File: config.mk
export PLATFORM = sky130hd
export DESIGN_NAME = led_arbiter
export DESIGN_NICKNAME = d
export VERILOG_FILES = /design/src/rtl/led_arbiter.sv
export SDC_FILE = /design/constraint.sdc
export NUM_CORES = 1
export LEC_CHECK = 0
export ABC_AREA = 1
export CORE_ASPECT_RATIO = 1.5
export CORE_MARGIN = 4
export CORE_UTILIZATION = 57
export CTS_BUF_LIST = sky130_fd_sc_hd__clkbuf_2
export DETAILED_ROUTE_END_ITERATION = 16
export PLACE_DENSITY = 0.85
export SKIP_CTS_REPAIR_TIMING = 1
export SLEW_MARGIN = 20
export SYNTH_ARGS = -nofsm -noshare
export SYNTH_HDL_FRONTEND = slang
export SYNTH_SLANG_ARGS = --single-unit
File: constraint.sdc
create_clock -name clk_i -period 2.6 [get_ports clk_i]
set_input_delay 0.26 -clock clk_i [delete_from_list [all_inputs] [get_ports clk_i]]
set_output_delay 0.26 -clock clk_i [all_outputs]
set_load 0.05 [all_outputs]
File: src/rtl/led_arbiter.sv
`default_nettype none
// ============================================================================
// Module   : led_arbiter
// Brief    : Round-robin arbiter giving one of four requesters ownership of
//            an 8-LED display for a minimum dwell time, then holding the
//            owner until another requester wants the display.
//            Optional macro LED_ARB_ERR_OVERRIDE_EN adds an error override
//            that blanks the grant and blinks an error pattern.
// Revision : 1.0 - initial release
// ============================================================================
module led_arbiter #(
    parameter int   CLK_IN_MHZ   = 125,
    parameter logic LED_POLARITY = 1'b0,
    parameter int   DWELL_MS     = 500
) (
    input  logic        clk_i,
    input  logic        rstn_i,
    input  logic [3:0]  req_i,
    input  logic [31:0] pat_i,
`ifdef LED_ARB_ERR_OVERRIDE_EN
    input  logic        err_i,
    input  logic [7:0]  err_pat_i,
`endif
    output logic [3:0]  gnt_o,
    output logic [7:0]  display_o
);

    localparam int               c_prescale   = CLK_IN_MHZ * 1000;
    localparam int               c_pre_w      = (c_prescale > 1) ? $clog2(c_prescale) : 1;
    localparam logic [c_pre_w-1:0] c_pre_last = c_pre_w'(c_prescale - 1);
    localparam logic [15:0]      c_dwell_max  = 16'(DWELL_MS);
    localparam logic [15:0]      c_dwell_last = 16'(DWELL_MS - 1);
    // XOR mask turning a "1 = lit" pattern into the physical drive level
    localparam logic [7:0]       c_pol_mask   = LED_POLARITY ? 8'h00 : 8'hFF;
    localparam logic [7:0]       c_leds_off   = c_pol_mask;

    typedef enum logic [1:0] {
        IDLE  = 2'd0,
        DWELL = 2'd1,
        HOLD  = 2'd2
    } state_t;

    state_t               state_q, state_d;
    logic [3:0]           gnt_q, gnt_d;
    logic [1:0]           last_owner_q, last_owner_d;
    logic [c_pre_w-1:0]   pre_q, pre_d;
    logic [15:0]          dwell_q, dwell_d;
    logic [7:0]           display_q, display_d;

    logic                 w_any_vld, w_oth_vld, w_pick_vld;
    logic [1:0]           w_any_idx, w_oth_idx, w_pick_idx;
    logic                 w_owner_req, w_tick, w_expire, w_new_grant;
    logic [7:0]           w_owner_pat;

    // Returns {found, index}: first set bit searching from last+1 (mod 4)
    function automatic logic [2:0] rr_pick(input logic [3:0] req, input logic [1:0] last);
        logic       found;
        logic [1:0] idx;
        logic [1:0] pick;
        found = 1'b0;
        pick  = 2'd0;
        for (int i = 1; i <= 4; i++) begin
            idx = last + 2'(i);
            if (!found && req[idx]) begin
                found = 1'b1;
                pick  = idx;
            end
        end
        return {found, pick};
    endfunction

    assign {w_any_vld, w_any_idx} = rr_pick(req_i, last_owner_q);
    // The owner sits last in the search order, so masking it out yields the
    // round-robin winner among the other requesters.
    assign {w_oth_vld, w_oth_idx} = rr_pick(req_i & ~gnt_q, last_owner_q);
    assign w_owner_req = |(req_i & gnt_q);
    assign w_tick      = (pre_q == c_pre_last);
    // Final ms tick of the dwell: handover happens on this very edge so the
    // owner keeps the grant for exactly DWELL_MS*CLK_IN_MHZ*1000 cycles.
    assign w_expire    = w_tick && (dwell_q == c_dwell_last);
    assign w_owner_pat = pat_i[8*last_owner_q +: 8];

    // Next-state, grant and ownership decision
    always_comb begin
        state_d      = state_q;
        gnt_d        = gnt_q;
        last_owner_d = last_owner_q;
        w_new_grant  = 1'b0;
        w_pick_vld   = 1'b0;
        w_pick_idx   = 2'd0;
        case (state_q)
            IDLE: begin
                w_pick_vld = w_any_vld;
                w_pick_idx = w_any_idx;
            end
            DWELL, HOLD: begin
                if (!w_owner_req) begin
                    w_pick_vld = w_any_vld;
                    w_pick_idx = w_any_idx;
                    if (!w_any_vld) begin
                        state_d = IDLE;
                        gnt_d   = 4'b0000;
                    end
                end else if (state_q == HOLD || w_expire) begin
                    w_pick_vld = w_oth_vld;
                    w_pick_idx = w_oth_idx;
                    if (!w_oth_vld) begin
                        state_d = HOLD;
                    end
                end
            end
            default: begin
                state_d = IDLE;
                gnt_d   = 4'b0000;
            end
        endcase
        if (w_pick_vld) begin
            state_d      = DWELL;
            gnt_d        = 4'b0001 << w_pick_idx;
            last_owner_d = w_pick_idx;
            w_new_grant  = 1'b1;
        end
`ifdef LED_ARB_ERR_OVERRIDE_EN
        if (err_i) begin
            state_d      = IDLE;
            gnt_d        = 4'b0000;
            last_owner_d = last_owner_q;
            w_new_grant  = 1'b0;
        end
`endif
    end

    // ms prescaler restarts on each grant; dwell counter saturates
    always_comb begin
        pre_d   = pre_q + 1'b1;
        dwell_d = dwell_q;
        if (w_new_grant) begin
            pre_d   = '0;
            dwell_d = 16'd0;
        end else if (w_tick) begin
            pre_d = '0;
            if (dwell_q != c_dwell_max) begin
                dwell_d = dwell_q + 16'd1;
            end
        end
    end

`ifdef LED_ARB_ERR_OVERRIDE_EN
    localparam int                 c_blink_half = 250 * c_prescale;
    localparam int                 c_blink_w    = $clog2(c_blink_half);
    localparam logic [c_blink_w-1:0] c_blink_last = c_blink_w'(c_blink_half - 1);

    logic                 err_q;
    logic [c_blink_w-1:0] blink_cnt_q, blink_cnt_d;
    logic                 blink_on_q, blink_on_d;

    // 250 ms on / 250 ms off phase generator, starting "on" when err_i rises
    always_comb begin
        blink_cnt_d = blink_cnt_q + 1'b1;
        blink_on_d  = blink_on_q;
        if (!err_i) begin
            blink_cnt_d = '0;
            blink_on_d  = 1'b0;
        end else if (!err_q) begin
            blink_cnt_d = '0;
            blink_on_d  = 1'b1;
        end else if (blink_cnt_q == c_blink_last) begin
            blink_cnt_d = '0;
            blink_on_d  = ~blink_on_q;
        end
    end

    // Error override blink state registers
    always_ff @(posedge clk_i or negedge rstn_i) begin
        if (!rstn_i) begin
            err_q       <= 1'b0;
            blink_cnt_q <= '0;
            blink_on_q  <= 1'b0;
        end else begin
            err_q       <= err_i;
            blink_cnt_q <= blink_cnt_d;
            blink_on_q  <= blink_on_d;
        end
    end
`endif

    // Display follows the current owner's live pattern one cycle later
    always_comb begin
        display_d = (|gnt_q) ? (w_owner_pat ^ c_pol_mask) : c_leds_off;
`ifdef LED_ARB_ERR_OVERRIDE_EN
        if (err_i) begin
            display_d = blink_on_d ? (err_pat_i ^ c_pol_mask) : c_leds_off;
        end
`endif
    end

    // Arbiter state registers; reset forgets any previous owner
    always_ff @(posedge clk_i or negedge rstn_i) begin
        if (!rstn_i) begin
            state_q      <= IDLE;
            gnt_q        <= 4'b0000;
            last_owner_q <= 2'd3;
            pre_q        <= '0;
            dwell_q      <= 16'd0;
            display_q    <= c_leds_off;
        end else begin
            state_q      <= state_d;
            gnt_q        <= gnt_d;
            last_owner_q <= last_owner_d;
            pre_q        <= pre_d;
            dwell_q      <= dwell_d;
            display_q    <= display_d;
        end
    end

    assign gnt_o     = gnt_q;
    assign display_o = display_q;

endmodule
`default_nettype wire

==> impl_metrics.yaml, run 1 <==
power_and_ir_drop:
  pwr_density_cell_nw_per_um2: 1044
  power.share.clock_pct: 9.5
  seqPwrFrac_pct: 24.9
  vdd_ir_drop_max_v: 0.001022
  p_int_mw: 2.013
  p_leak_nw: 1.845
  switching_power_mw: 2.276
  combPwrFrac_pct: 65.5
  p_sw_share_pct: 53.07
timing:
  slew_violations: 0
  clock_skew_ns: 0.01159
  setup_tns_ns: 0
  fin_crit_ns: 2.401
  tightest_slew_ns: 0.8862
  hold_viol: 0
  slew_headroom_pct: 40.29
  setup_viol: 0
  max_freq_mhz: 416.5
  fin_crit_sh_pct: 92.34
logic_synthesis:
  ys_warn_count: 0
  ys_types: 35
  synth_edf_count: 0
  synth_cells: 471
  synth.area.top_cells: "dfrtp_1 (28%), nand2_1 (12%), nand3_1 (7.6%), dfstp_2 (7.5%), inv_1 (6.1%)"
  syn-num-nets: 515
  syn-cell-area_um2: 3503
  synth_top_cell_by_area: "dfrtp_1"
  synth-async-reset-ratio_pct: 100.0
  synth_ff_type: "dfrtp_1"
  yosysTopAreaCellShare_pct: 27.86
  avgSynthCellArea_um2: 7.438
  yosys_register_bits: 49
  ys_seq_area_share_pct: 35.36
global_routing:
  grt_pass1_wl_um: 13610
  grt_max_degree: 34
  grt_pass1_vias: 3228
  grt_use_total_pct: 22.20
  antenna_found_initial: 0
  overflow: 0
route:
  drt-total-wl_um: 7956
  wl_per_cell_um: 13.35
  routed_via_density: 5.517
  ant_nets: 0
  first_iter_violations: 134
  dr.pass1.iters: 4
  drc_errors: 0
  vias: 3288
place:
  placed_cells: 586
  place_hpwl_um: 6242
  numPortBuffers: 49
  finalWeightedCongestion: 0.9248
clock_tree:
  clk_pin_slew_ns: 0.24
  cts_max_level: 2
  cts_root_buffer: "clkbuf_2"
  cts_buffers: 5
  cts.sinks: 49
  clkLatencyLatePin_ns: 0.43
  cts_tree: "built"
  clk_path_buf_depth: 2
die:
  die_h_um: 104.0
  core_area_um2: 5871
  die-area_um2: 7490
  start_util_pct: 59.68
  row_count: 34
  pin_count: 50
  die-width_um: 72.01
critical_path:
  worstPathRequired_ns: 2.96
  rr_startpoint: "last_owner_q[0]"
  r2r_slack_ns: 0.20
  crit_path_end_kind: "register"
  r2r_cells: 15
  r2r_end: "dwell_q[3]"
  crit_type: "reg -> reg"
  crit_path_start_kind: "register"
  critPathMaxFanout: 27
  cp_data_arrival_time_ns: 2.76
finish:
  synthToLayoutAreaGrowth_pct: 17.25
  antenna_cells: 0
  nets: 567
  drive_gt1_share_pct: 15.08
  stdcell_count: 596
worst_hold_path:
  hold_path_class: "in -> async"
job:
  maxCapViolCount: 0
run_status:
  status: "complete, no violations"
==> sequential cells by signal, summed over array words and instances (netlist names) <==
name,cells
display_o,8
dwell_q,16
gnt_o,4
last_owner_q,2
pre_q,17
state_q,2
==> layer usage <==
metal  wire length [um]  track usage, %
met1               3122           24.94
met5                  0               0
met3                406           3.095
met2               4144           39.67
met4                284           11.16
==> cell usage in the layout (no fill, tap or decap), types with 2 or more instances in the layout <==
cell / Yosys / layout
a21oi_1: 11 / 11
a22oi_1: 8 / 8
buf_4: 0 / 5
clkbuf_2: 0 / 6
clkdlybuf4s50_1: 0 / 48
dfrtp_1: 39 / 39
dfstp_2: 10 / 10
ha_1: 6 / 6
inv_1: 57 / 57
inv_2: 3 / 3
nand2_1: 115 / 115
nand2_2: 11 / 11
nand2_4: 6 / 5
nand2_8: 1 / 2
nand3_1: 53 / 53
nand3_2: 14 / 14
nand4_1: 11 / 11
nor2_1: 42 / 42
nor2_4: 2 / 2
nor3_1: 12 / 12
nor4_1: 5 / 5
o21ai_0: 11 / 11
o21ai_1: 5 / 5
o21ai_2: 15 / 15
xor2_1: 13 / 13
==> cells by family after synthesis <==
group / Yosys count / share of synthesized area [%]
AO/OA/AOI/OAI: 55 / 10.50
XOR/XNOR: 13 / 3.250
adder cells (fa/ha/maj): 6 / 2.143
buffers and inverters: 72 / 9.536
flip-flops: 49 / 35.36
AND/OR/NAND/NOR: 276 / 39.21
==> cell usage after synthesis (2+ instances only) <==
cell,count
xor2_1,13
buf_6,6
nand3_1,53
a22oi_1,8
inv_2,3
nand2_2,11
o21ai_0,11
dfstp_2,10
clkbuf_1,4
dfrtp_1,39
inv_1,57
nor2_1,42
nor2_4,2
o21ai_1,5
nand2_4,6
nand2_1,115
nor3_1,12
o21ai_2,15
a21oi_1,11
nand3_2,14
nor4_1,5
nand4_1,11
ha_1,6
==> stage by stage <==
stage                     total power [mW]  utilization, %  area (um2)  setup WS (ns)  hold WS [ns]
after floorplan                      3.387               -        3503         0.4806      -0.03559
after global routing                 4.607           69.97        4108       -0.04373        0.2619
after CTS                            4.240           69.46        4078         0.1683       -0.2919
after detailed placement             3.840           68.37        4014         0.1221        0.2005
final                                4.289           69.97        4108         0.1992        0.2424
after global placement               3.779           68.37        4014         0.2152        0.1935
==> how the worst max path moves through the flow <==
stage,start,endpoint,cells past startpoint
floorplan,gnt_o[2],dwell_q[6],13
global placement,req_i[2],dwell_q[3],15
detailed placement,req_i[1],dwell_q[3],15
CTS,last_owner_q[0],dwell_q[3],14
global route,last_owner_q[0],dwell_q[8],15
finish,last_owner_q[0],dwell_q[3],15
==> power groups by stage <==
stage	Sequential [mW]	Combinational, mW	Clock, mW
after floorplan	1.32	2.07	0
after global placement	1.08	2.70	0
after detailed placement	1.08	2.76	0
after CTS	1.07	2.76	0.410
after global routing	1.08	3.09	0.437
final	1.07	2.81	0.408
==> final cells by class <==
type | instances | area, um2
timing repair buffer | 56 | 544.3
sequential | 49 | 1239
fill | 463 | 1763
tap | 72 | 90.09
clock buffer | 6 | 30.03
inverter | 61 | 231.5
clock inverter | 2 | 33.78
multi-input combinational | 350 | 1939
==> worst max-delay path, stage by stage, from the launching register on <==
cell and delay [ns]:
dfstp_2 0.68, buf_4 0.14, buf_4 0.16, o21ai_0 0.15, nand2_1 0.10, nand2_2 0.08, nor2_4 0.13, nand3b_4 0.11
nand2_2 0.09, nand2_4 0.07, nand2_8 0.11, nand2_8 0.17, nand2_1 0.16, nand2_1 0.07, nand2_1 0.07, nor2_1 0.04
(Power assumes the default switching activity.)
==> inputs of run 2 (changes only) <==
--- a/config.mk
+++ b/config.mk
@@ -6,8 +6,9 @@
 export NUM_CORES = 1
 export LEC_CHECK = 0
 export ABC_AREA = 1
+export ABC_CLOCK_PERIOD_IN_PS = 2600
 export CORE_ASPECT_RATIO = 1.5
-export CORE_MARGIN = 4
+export CORE_MARGIN = 2
 export CORE_UTILIZATION = 57
 export CTS_BUF_LIST = sky130_fd_sc_hd__clkbuf_2
 export DETAILED_ROUTE_END_ITERATION = 16
==> run 2 against run 1 <==
Effect of this change:
- total power fell by 1.3%
- non-clock buffer count is 1 higher
- design area decreased by 0.24%
- core utilization fell by 2.2 points
- via count up 1.2%
- global-route usage rose by 3.7 points
- largest power group unchanged
- hold slack better by 0.017 ns
- sequential power about the same
- register-to-register slack improved by 0.05 ns
- flip-flop and latch count unchanged
- setup slack improved by 0.045 ns
==> impl_metrics.yaml, run 2 (same netlist as run 1, synthesis figures left out) <==
run_status:
  status: "complete, no violations"
die:
  pin_count: 50
  die-area_um2: 6802
  start_util_pct: 57.97
  die-width_um: 68.01
  core_area_um2: 6043
  row_count: 35
  die_h_um: 100.0
place:
  numPortBuffers: 49
  place_hpwl_um: 6501
  preCtsSetupSlack_ns: 0.1743
  finalWeightedCongestion: 0.8997
global_routing:
  grt_max_degree: 27
  grt_pass1_wl_um: 13750
  antenna_found_initial: 0
  grt_use_total_pct: 25.86
  overflow: 0
  grt_pass1_vias: 3168
power_and_ir_drop:
  p_sw_share_pct: 54.00
  seqPwrFrac_pct: 25.0
  combPwrFrac_pct: 67.7
  switching_power_mw: 2.285
  p_leak_nw: 1.837
  p_int_mw: 1.947
  pwr_density_cell_nw_per_um2: 1033
  vdd_ir_drop_max_v: 0.0007039
  power.share.clock_pct: 7.3
route:
  wl_per_cell_um: 13.46
  drt-total-wl_um: 8077
  ant_nets: 0
  vias: 3329
  drc_errors: 0
  dr.pass1.iters: 6
  routed_via_density: 5.548
  first_iter_violations: 209
clock_tree:
  cts_root_buffer: "clkbuf_2"
  cts_tree: "built"
  clk_path_buf_depth: 2
  cts_max_level: 2
  clkLatencyLatePin_ns: 0.41
  cts_buffers: 5
  clk_pin_slew_ns: 0.25
  cts.sinks: 49
timing:
  fin_crit_ns: 2.356
  tightest_slew_ns: 0.5719
  clock_skew_ns: 0.01969
  hold_viol: 0
  setup_ws_ns: 0.2443
  rsz0062_at_grt: "no"
  slew_violations: 0
  setup_tns_ns: 0
  max_freq_mhz: 424.5
  slew_headroom_pct: 61.47
  setup_viol: 0
  fin_crit_sh_pct: 90.60
job:
  maxCapViolCount: 0
critical_path:
  worstPathRequired_ns: 2.92
  crit_path_end_kind: "register"
  critPathMaxFanout: 15
  cp_cell_sequence: "buf_4 -> nand2_1 -> nand2_4 -> nand3_2 -> nand2_2 -> nand2_2 -> nor2_4 -> nand2_2 -> nand2_2 -> nand2_4 -> nand2_8 -> nand2_4 -> buf_12 -> nand3_1 -> o21ai_2"
  cp_data_arrival_time_ns: 2.68
  crit_type: "reg -> reg"
  crit_path_start_kind: "register"
  crit_family: "simple AND/OR/NAND/NOR gates"
  cp_common_cell: "nand2_2"
  crit_path_max_incr_delay_ns: 0.60
  crit_path_top_delay_cell: "dfstp_2"
  crit_buf_inv: 2
finish:
  drive_gt1_share_pct: 15.24
  nets: 568
  synthToLayoutAreaGrowth_pct: 16.96
  final_cell_mix: "nand2_1 (115), inv_1 (57), nand3_1 (53)"
  top_register: "pre_q"
  largest_reg_flops: 17
  postLayoutCoreUtil_pct: 67.81
  final_common_cell: "nand2_1"
worst_hold_path:
  hold_path_class: "in -> async"
## run 2: cell count changes in the layout (fill, tap and decap cells not counted), sizes merged
| cell | before | now |
|---|---|---|
| buf | 7 | 8 |
| bufinv | 1 | 0 |
| clkinvlp | 0 | 1 |
| diode | 0 | 1 |
## run 2: final timing paths
check / slack [ns] / from / cells past startpoint / end
max in group asynchronous: 1.67 / rstn_i / 3 / display_o[6]
worst min register to register: 0.48 / pre_q[0] / 1 / pre_q[0]
worst max register to register: 0.24 / last_owner_q[0] / 15 / dwell_q[15]
worst max-delay path: 0.24 / last_owner_q[0] / 15 / dwell_q[15]
min in group clk_i: 0.46 / pat_i[20] / 4 / display_o[4]
worst min-delay path: 0.26 / rstn_i / 2 / pre_q[16]
## run 2: area by class of cell
cell class              count  area, um2
diodes                      1      2.502
flip-flops and latches     49       1239
clock buffers               6      30.03
well taps                  74      92.59
fillers                   497       1946
multi-input cells         350       1931
inverters                  61      231.5
clock inverters             2      11.26
repair buffers             57      560.5
## run 2: power by group through the flow
stage	sequential, mW	clock [mW]	combinational (mW)
2_1_floorplan	1.32	0	2.07
3_5_place_dp	1.07	0	2.86
5_1_grt	1.07	0.350	3.14
4_1_cts	1.06	0.314	2.86
6_report	1.06	0.310	2.87
3_3_place_gp	1.07	0	2.78
## run 2: metrics by stage
step           power (mW)  std cells  hold WS, ns  cell area (um2)
3_3_place_gp        3.842        590       0.2143             4044
6_report            4.232        600       0.2593             4098
4_1_cts             4.232        598      -0.2723             4085
2_1_floorplan       3.387        471     -0.03559             3503
5_1_grt             4.566        599       0.2655             4095
3_5_place_dp        3.924        590       0.2175             4044
## run 2: per-layer routing
metal / track usage, % / up-vias / part of all wire, %
met5: 0 / - / 0
met4: 11.08 / 0 / 3.2
met3: 2.803 / 24 / 2.7
met1: 29.09 / 1570 / 39
met2: 47.42 / 86 / 55
li1: - / 1649 / -
## run 2: worst reg2reg max path, delay by kind of cell, from the launching register on
kind                   cells  cell delay [ns]
and+or+nand+nor           12             1.23
buffers and inverters      2             0.40
DFF                        1             0.60
AOI/OAI and AO/OA          1             0.05
==> inputs of run 3 (changes only) <==
--- a/config.mk
+++ b/config.mk
@@ -7,12 +7,14 @@
 export LEC_CHECK = 0
 export ABC_AREA = 1
 export ABC_CLOCK_PERIOD_IN_PS = 2600
+export CELL_PAD_IN_SITES_DETAIL_PLACEMENT = 2
+export CELL_PAD_IN_SITES_GLOBAL_PLACEMENT = 2
 export CORE_ASPECT_RATIO = 1.5
 export CORE_MARGIN = 2
-export CORE_UTILIZATION = 57
+export CORE_UTILIZATION = 32
 export CTS_BUF_LIST = sky130_fd_sc_hd__clkbuf_2
 export DETAILED_ROUTE_END_ITERATION = 16
-export PLACE_DENSITY = 0.85
+export PLACE_DENSITY = 0.83
 export SKIP_CTS_REPAIR_TIMING = 1
 export SLEW_MARGIN = 20
 export SYNTH_ARGS = -nofsm -noshare
==> run 3 against run 2 <==
Effect of this change:
- maximum frequency up 0.72%
- critical path type unchanged
- first-iteration DRC count down 67%
- wire length up 34%
- hold slack better by 0.060 ns
- register-to-register slack better by 0.02 ns
==> impl_metrics.yaml, run 3 (same netlist as run 1, synthesis figures left out) <==
finish:
  stdcell_count: 670
  synthToLayoutAreaGrowth_pct: 19.43
  top_register: "pre_q"
  fillers: 1267
  postLayoutCoreUtil_pct: 39.29
  design_area_um2: 4184
  largest_reg_flops: 17
  nets: 568
  final_common_cell: "nand2_1"
  register_area_um2: 1239
  final_cell_mix: "nand2_1 (115), inv_1 (57), nand3_1 (53)"
  drive_gt1_share_pct: 15.24
  multiInputGateArea_um2: 1942
die:
  die-area_um2: 11820
  start_util_pct: 32.90
  row_count: 46
  die_h_um: 132.2
  die-width_um: 89.43
  pin_count: 50
  core_area_um2: 10650
place:
  finalWeightedCongestion: 0.7944
  place_hpwl_um: 8771
  postPlaceCellArea_um2: 4119
  placed_cells: 660
  numPortBuffers: 49
global_routing:
  busiest_layer: "met2"
  overflow: 0
  met2_usage_pct: 38.44
  use_met1_pct: 22.10
  grt_pass1_vias: 3905
  grt_max_degree: 29
  use_met3_pct: 1.753
  grt_use_total_pct: 20.10
  antenna_found_initial: 1
  grt_pass1_wl_um: 18930
critical_path:
  r2r_slack_ns: 0.26
  r2r_end: "dwell_q[5]"
  crit_path_end_kind: "register"
  cp_data_arrival_time_ns: 2.77
  critPathMaxFanout: 18
  worstPathRequired_ns: 3.03
  rr_startpoint: "last_owner_q[0]"
  crit_path_start_kind: "register"
  r2r_cells: 13
  crit_type: "reg -> reg"
route:
  wl_per_cell_um: 16.21
  routed_via_density: 5.046
  ant_nets: 0
  vias: 3381
  dr.pass1.iters: 4
  drt-total-wl_um: 10860
  drc_errors: 0
  first_iter_violations: 70
power_and_ir_drop:
  finalPower_mw: 4.347
  pwr_density_cell_nw_per_um2: 1039
  p_leak_nw: 1.836
  vdd_ir_drop_max_v: 0.0004407
timing:
  slew_headroom_pct: 55.60
  tightest_slew_ns: 0.6660
  fin_crit_ns: 2.339
  hold_viol: 0
  max_freq_mhz: 427.5
  slew_violations: 0
  fin_crit_sh_pct: 89.96
  setup_tns_ns: 0
  clock_skew_ns: 0.03107
  setup_viol: 0
clock_tree:
  cts_buffers: 5
  cts_tree: "built"
  cts.sinks: 49
  clkLatencyLatePin_ns: 0.48
  clk_pin_slew_ns: 0.27
  cts_root_buffer: "clkbuf_2"
  clk_path_buf_depth: 2
  cts_max_level: 2
worst_hold_path:
  hold_path_class: "in -> async"
job:
  maxCapViolCount: 0
run_status:
  status: "complete, no violations"
## run 3: cell count changes in the layout (fill, tap and decap cells not counted), sizes merged
cell      previous run  this run
clkbuf               6         5
clkinv               1         3
clkinvlp             1         0
## run 3: metal layers
layer | share of wire [%] | wire (um)
met1 | 39 | 4189
met2 | 58 | 6278
met3 | 1.3 | 143
met4 | 2.3 | 250
met5 | 0 | 0
## run 3: worst max-delay path by stage
| stage | start | end | slack, ns | cells after the start |
|---|---|---|---|---|
| finish | last_owner_q[0] | dwell_q[5] | 0.26 | 13 |
| global route | last_owner_q[0] | dwell_q[2] | -0.002 | 14 |
| CTS | last_owner_q[0] | dwell_q[2] | 0.07 | 15 |
| detailed placement | req_i[1] | dwell_q[2] | 0.009 | 15 |
| global placement | req_i[2] | dwell_q[3] | 0.16 | 15 |
| floorplan | gnt_o[2] | dwell_q[6] | 0.48 | 13 |
## run 3: final cells by class
cell class | instances | share of cell area, %
clock inverters | 3 | 0.2990
clock buffers | 5 | 0.5981
multi-input cells | 350 | 46.41
flip-flops and latches | 49 | 29.61
repair buffers | 57 | 13.19
inverters | 61 | 5.532
diodes | 1 | 0.05981
well taps | 144 | 4.306
## run 3: power by group
part | internal [mW] | switching (mW) | total (mW)
Combinational | 0.887 | 2.06 | 2.95
Sequential | 0.960 | 0.115 | 1.07
Clock | 0.0588 | 0.265 | 0.323
Total | 1.91 | 2.44 | 4.35
## run 3: through the flow
stage                     hold WS [ns]  setup WS (ns)
after global placement          0.3187         0.1584
after CTS                      -0.2126        0.07399
after floorplan               -0.03559         0.4806
after global routing            0.3557      -0.001767
final                           0.3196         0.2610
after detailed placement        0.3391       0.008936
## run 3: critical path, stage by stage (launching register included)
cell and delay, ns:
dfstp_2 0.63, inv_2 0.17, nand2_2 0.14, nand2_4 0.08, nand2_1 0.11, nand2_2 0.08, nor2_4 0.13, nand3b_4 0.11
nand2_2 0.11, nand2_4 0.08, nand2_8 0.11, buf_4 0.28, o21ai_0 0.13, a21oi_1 0.15
==> variant 1: new RTL, config.mk and constraints of run 2 <==
Set the parameter `LED_POLARITY` to 1'b1 (it was 1'b0).
--- a/src/rtl/led_arbiter.sv
+++ b/src/rtl/led_arbiter.sv
@@ -10,7 +10,7 @@
 // ============================================================================
 module led_arbiter #(
     parameter int   CLK_IN_MHZ   = 125,
-    parameter logic LED_POLARITY = 1'b0,
+    parameter logic LED_POLARITY = 1'b1,
     parameter int   DWELL_MS     = 500
 ) (
     input  logic        clk_i,
Check against the original RTL: not equivalent (a bounded check fails within 4 cycles, from zero or initial values and one cycle with rstn_i low).
==> variant 1 against run 2 <==
- routed wire length is 3.8% lower
- total power is 5.8% lower
- synthesized area is 8.5% lower
- sequential cell count stayed put
- worst hold slack better by 0.075 ns
- clock skew is 0.013 ns higher
- critical path depth stayed put
- worst setup slack hardly changed
- clock power is 32% higher
- count of clock-buffer cells in the layout stayed put
- cell area is 5.8% lower
- largest power group unchanged
==> variant 1: results <==
[yosys]
synth_xor_area_share_pct = 3.280
synth_cell_types = 34
synth.area.mux_share_pct = 0
ys_top_cells_by_count = 113 x nand2_1, 58 x nand3_1, 50 x inv_1, 47 x dfrtp_1, 42 x nor2_1
yosys-top-cells-area = dfrtp_1 37%, nand2_1 13%, nand3_1 9.1%, inv_1 5.9%, nor2_1 4.9%
syn_nets = 497
synth_compound_area_share_pct = 11.68
ys_seq_area_share_pct = 38.34

[timing]
skew_ns = 0.03267
fin_crit_sh_pct = 90.61
worstMarginPinSlew_ns = 0.9439

[finish]
multi_input_area_share_pct = 44.54
antenna_cells = 0
nets = 550
inverters_excl_clock = 56
drive_gt1_share_pct = 7.298
layout.comb_gates.multi_input = 338
regArea_um2 = 1229
fillers = 491
buffers = 56
clk_share_pct = 1.686

[power]
clock_net_power_uw = 408
pg_seq_uw = 1040
intPower_uw = 1901
max-vdd-ir-drop_mv = 0.7637

[critical_path]
worst-setup-path-type = flop to flop
r2r-end = pre_q[3]$_DFF_PN0_
worstPathArrival_ns = 2.72
critical-path-top-delay-family = simple AND/OR/NAND/NOR gates
r2r_start = last_owner_q[0]$_DFFE_PN1P_
crit_end = pre_q[3]$_DFF_PN0_

[route]
wl_met2_um = 4331
wirelength_met1_um = 2956
drt_iter0_drc = 183
wl_met3_um = 200
wire_per_inst_um = 13.47
viasPerCell = 5.563
first_pass_iters = 5

[grt]
grtUsageMet2_pct = 50.00
grt_max_degree = 50
grt_pass1_wl_um = 12920
grt_pass1_vias = 3066
use_met3_pct = 2.807
gr-usage-met1_pct = 28.23
grt_usage_pct = 26.19

[placement]
gp_congestion = 0.9169
hpwl_um = 6058
post-place-ws_ns = 0.09150

[status]
status = complete, no violations

[cts]
cts.sinks = 49
insertion_delay_ns = 0.43
[variant 1: cell count changes after synthesis, moves of 4 or more]
| cell | change |
|---|---|
| inv_1 | -7 |
| o21ai_1 | +17 |
| dfrtp_1 | +8 |
| nand2_4 | -4 |
| a31oi_1 | +8 |
| o21ai_2 | -15 |
| nand3_2 | -10 |
| nand2_2 | -8 |
| nand3_1 | +5 |
| dfstp_2 | -8 |
[variant 1: stage by stage]
| stage | power, uW | hold WS, ns | cells | instance area (um2) |
|---|---|---|---|---|
| global placement | 3436 | 0.4558 | 568 | 3756 |
| floorplan | 2910 | -0.03559 | 453 | 3204 |
| CTS | 3935 | -0.006957 | 576 | 3821 |
| detailed placement | 3522 | 0.4638 | 568 | 3756 |
| finish | 3986 | 0.3348 | 577 | 3860 |
| global route | 4313 | 0.3632 | 577 | 3860 |
==> variant 2: new RTL, config.mk and constraints of run 2 <==
Made on the original files. The 3 states of `state_t` get a one-hot encoding in 3 bits.
--- a/src/rtl/led_arbiter.sv
+++ b/src/rtl/led_arbiter.sv
@@ -34,10 +34,10 @@
     localparam logic [7:0]       c_pol_mask   = LED_POLARITY ? 8'h00 : 8'hFF;
     localparam logic [7:0]       c_leds_off   = c_pol_mask;
 
-    typedef enum logic [1:0] {
-        IDLE  = 2'd0,
-        DWELL = 2'd1,
-        HOLD  = 2'd2
+    typedef enum logic [2:0] {
+        IDLE  = 3'b001,
+        DWELL = 3'b010,
+        HOLD  = 3'b100
     } state_t;
 
     state_t               state_q, state_d;
Function: no difference found for any inputs over 10 cycles, from zero or initial values and one cycle with rstn_i low; not proved beyond that.
==> variant 2 against run 2 <==
- non-clock buffer count is 3 lower
- synthesized area shrank 2.4%
- cell area fell by 1.6%
- sequential cell count grew 1
- critical path depth fell by 4
- routed wire length is 10% higher
- total power decreased by 8.9%
- worst setup slack got worse by 0.014 ns
- clock skew shrank 0.0053 ns
- critical path type unchanged
- largest power group unchanged
- highest routed layer unchanged
==> variant 2: results <==
[grt]
grt_max_degree = 29
grtUsageMet2_pct = 51.41
antenna_found_initial = 0
use_met3_pct = 4.224
grt_usage_pct = 29.02
gr-usage-met1_pct = 30.51
grt_pass1_wl_um = 15030
grt_pass1_vias = 3513

[timing]
skew_ns = 0.01440
relSlewSlack_pct = 57.13
hold_viol = 0

[critical_path]
reg2reg_depth = 11
start_kind = flop
crit_fanout = 19
r2r-end = dwell_q[1]$_DFFE_PN0P_
rrSetupSlack_ns = 0.23
worstPathArrival_ns = 2.75

[yosys]
synthArstFlopShare_pct = 100.0
ys_top_cells_by_count = 116 x nand2_1, 77 x nand3_1, 56 x nor2_1, 53 x inv_1, 39 x dfrtp_1
syn_nets = 527
ys.warnings.count = 0
yosys-top-cells-area = dfrtp_1 29%, nand2_1 13%, nand3_1 11%, dfstp_2 8.5%, nor2_1 6.1%
synth_cell_types = 34
ys_seq_area_share_pct = 37.01

[route]
wl_um = 8916
first_pass_iters = 5
viasPerCell = 5.729
drt_iter0_drc = 243

[finish]
drive_gt1_share_pct = 11.17
fillers = 518
nets = 577
antenna_cells = 0

[placement]
placed_area_um2 = 3955
hpwl_um = 6868
gp_congestion = 0.9240

[cts]
insertion_delay_ns = 0.45
root_buffer = clkbuf_2
cts_buffer_depth = 2

[power]
max-vdd-ir-drop_mv = 0.7372
leakage_uw = 0.001829

[status]
status = complete, no violations
variant 2: cell types whose count changed in the layout (fill, tap and decap cells not counted), sizes merged, moves of 3 or more:
cell,run 2,this run
a21oi,11,8
and2,0,3
buf,8,5
ha,6,3
inv,61,58
nand3,67,79
nor2,44,59
nor3,12,20
nor4,5,2
o21ai,31,23
variant 2: worst max path at each step:
stage	endpoint	slack, ns	cells after the start
detailed placement	dwell_q[15]$_DFFE_PN0P_	0.30	11
global placement	dwell_q[15]$_DFFE_PN0P_	0.38	11
global route	dwell_q[1]$_DFFE_PN0P_	0.01	11
CTS	dwell_q[15]$_DFFE_PN0P_	0.25	11
finish	dwell_q[1]$_DFFE_PN0P_	0.23	11
floorplan	dwell_q[8]$_DFFE_PN0P_	0.74	11
variant 2: metrics by stage:
stage	instances	util [%]	hold WS, ns	power, uW	setup slack, ns
global placement	600	68.36	0.3131	3385	0.3797
finish	609	69.66	0.3190	3858	0.2306
detailed placement	600	68.36	0.3217	3427	0.2982
CTS	608	69.49	-0.2029	3848	0.2487
global route	609	69.66	0.3618	4162	0.01098
floorplan	486	-	-0.03559	2904	0.7375
variant 2: area by class of cell:
cell class,count,share of cell area [%]
tap,72,2.235
multi-input combinational,367,46.13
timing repair buffer,54,13.04
clock buffer,5,0.6209
sequential,50,31.39
inverter,58,5.588
clock inverter,3,0.9935
variant 2: cell families after synthesis:
family / share of synthesized area, %
compound gates: 8.309
xor+xnor: 3.843
fa+ha+maj: 1.098
buf+inv: 8.602
flops: 37.01
simple gates: 41.14
variant 2: worst reg2reg max path, stage by stage (launching register included):
cell and delay (ns):
dfstp_2 0.61, buf_4 0.25, nand2_1 0.12, nand2_2 0.16
nand3_1 0.10, nand2_2 0.13, nand4_1 0.12, nand3_2 0.12
nand2_4 0.14, inv_6 0.18, nand2_4 0.17, o21ai_0 0.21
variant 2: report_power, final:
group / total (uW) / internal, uW / switching [uW]
sequential: 1070 / 968 / 103
combinational: 2370 / 685 / 1690
clock: 415 / 159 / 255
variant 2: layer usage:
| metal | part of all wire [%] | wire (um) |
|---|---|---|
| met3 | 4.5 | 398 |
| met4 | 5.6 | 497 |
| met2 | 53 | 4743 |
| met1 | 37 | 3277 |
| met5 | 0 | 0 |
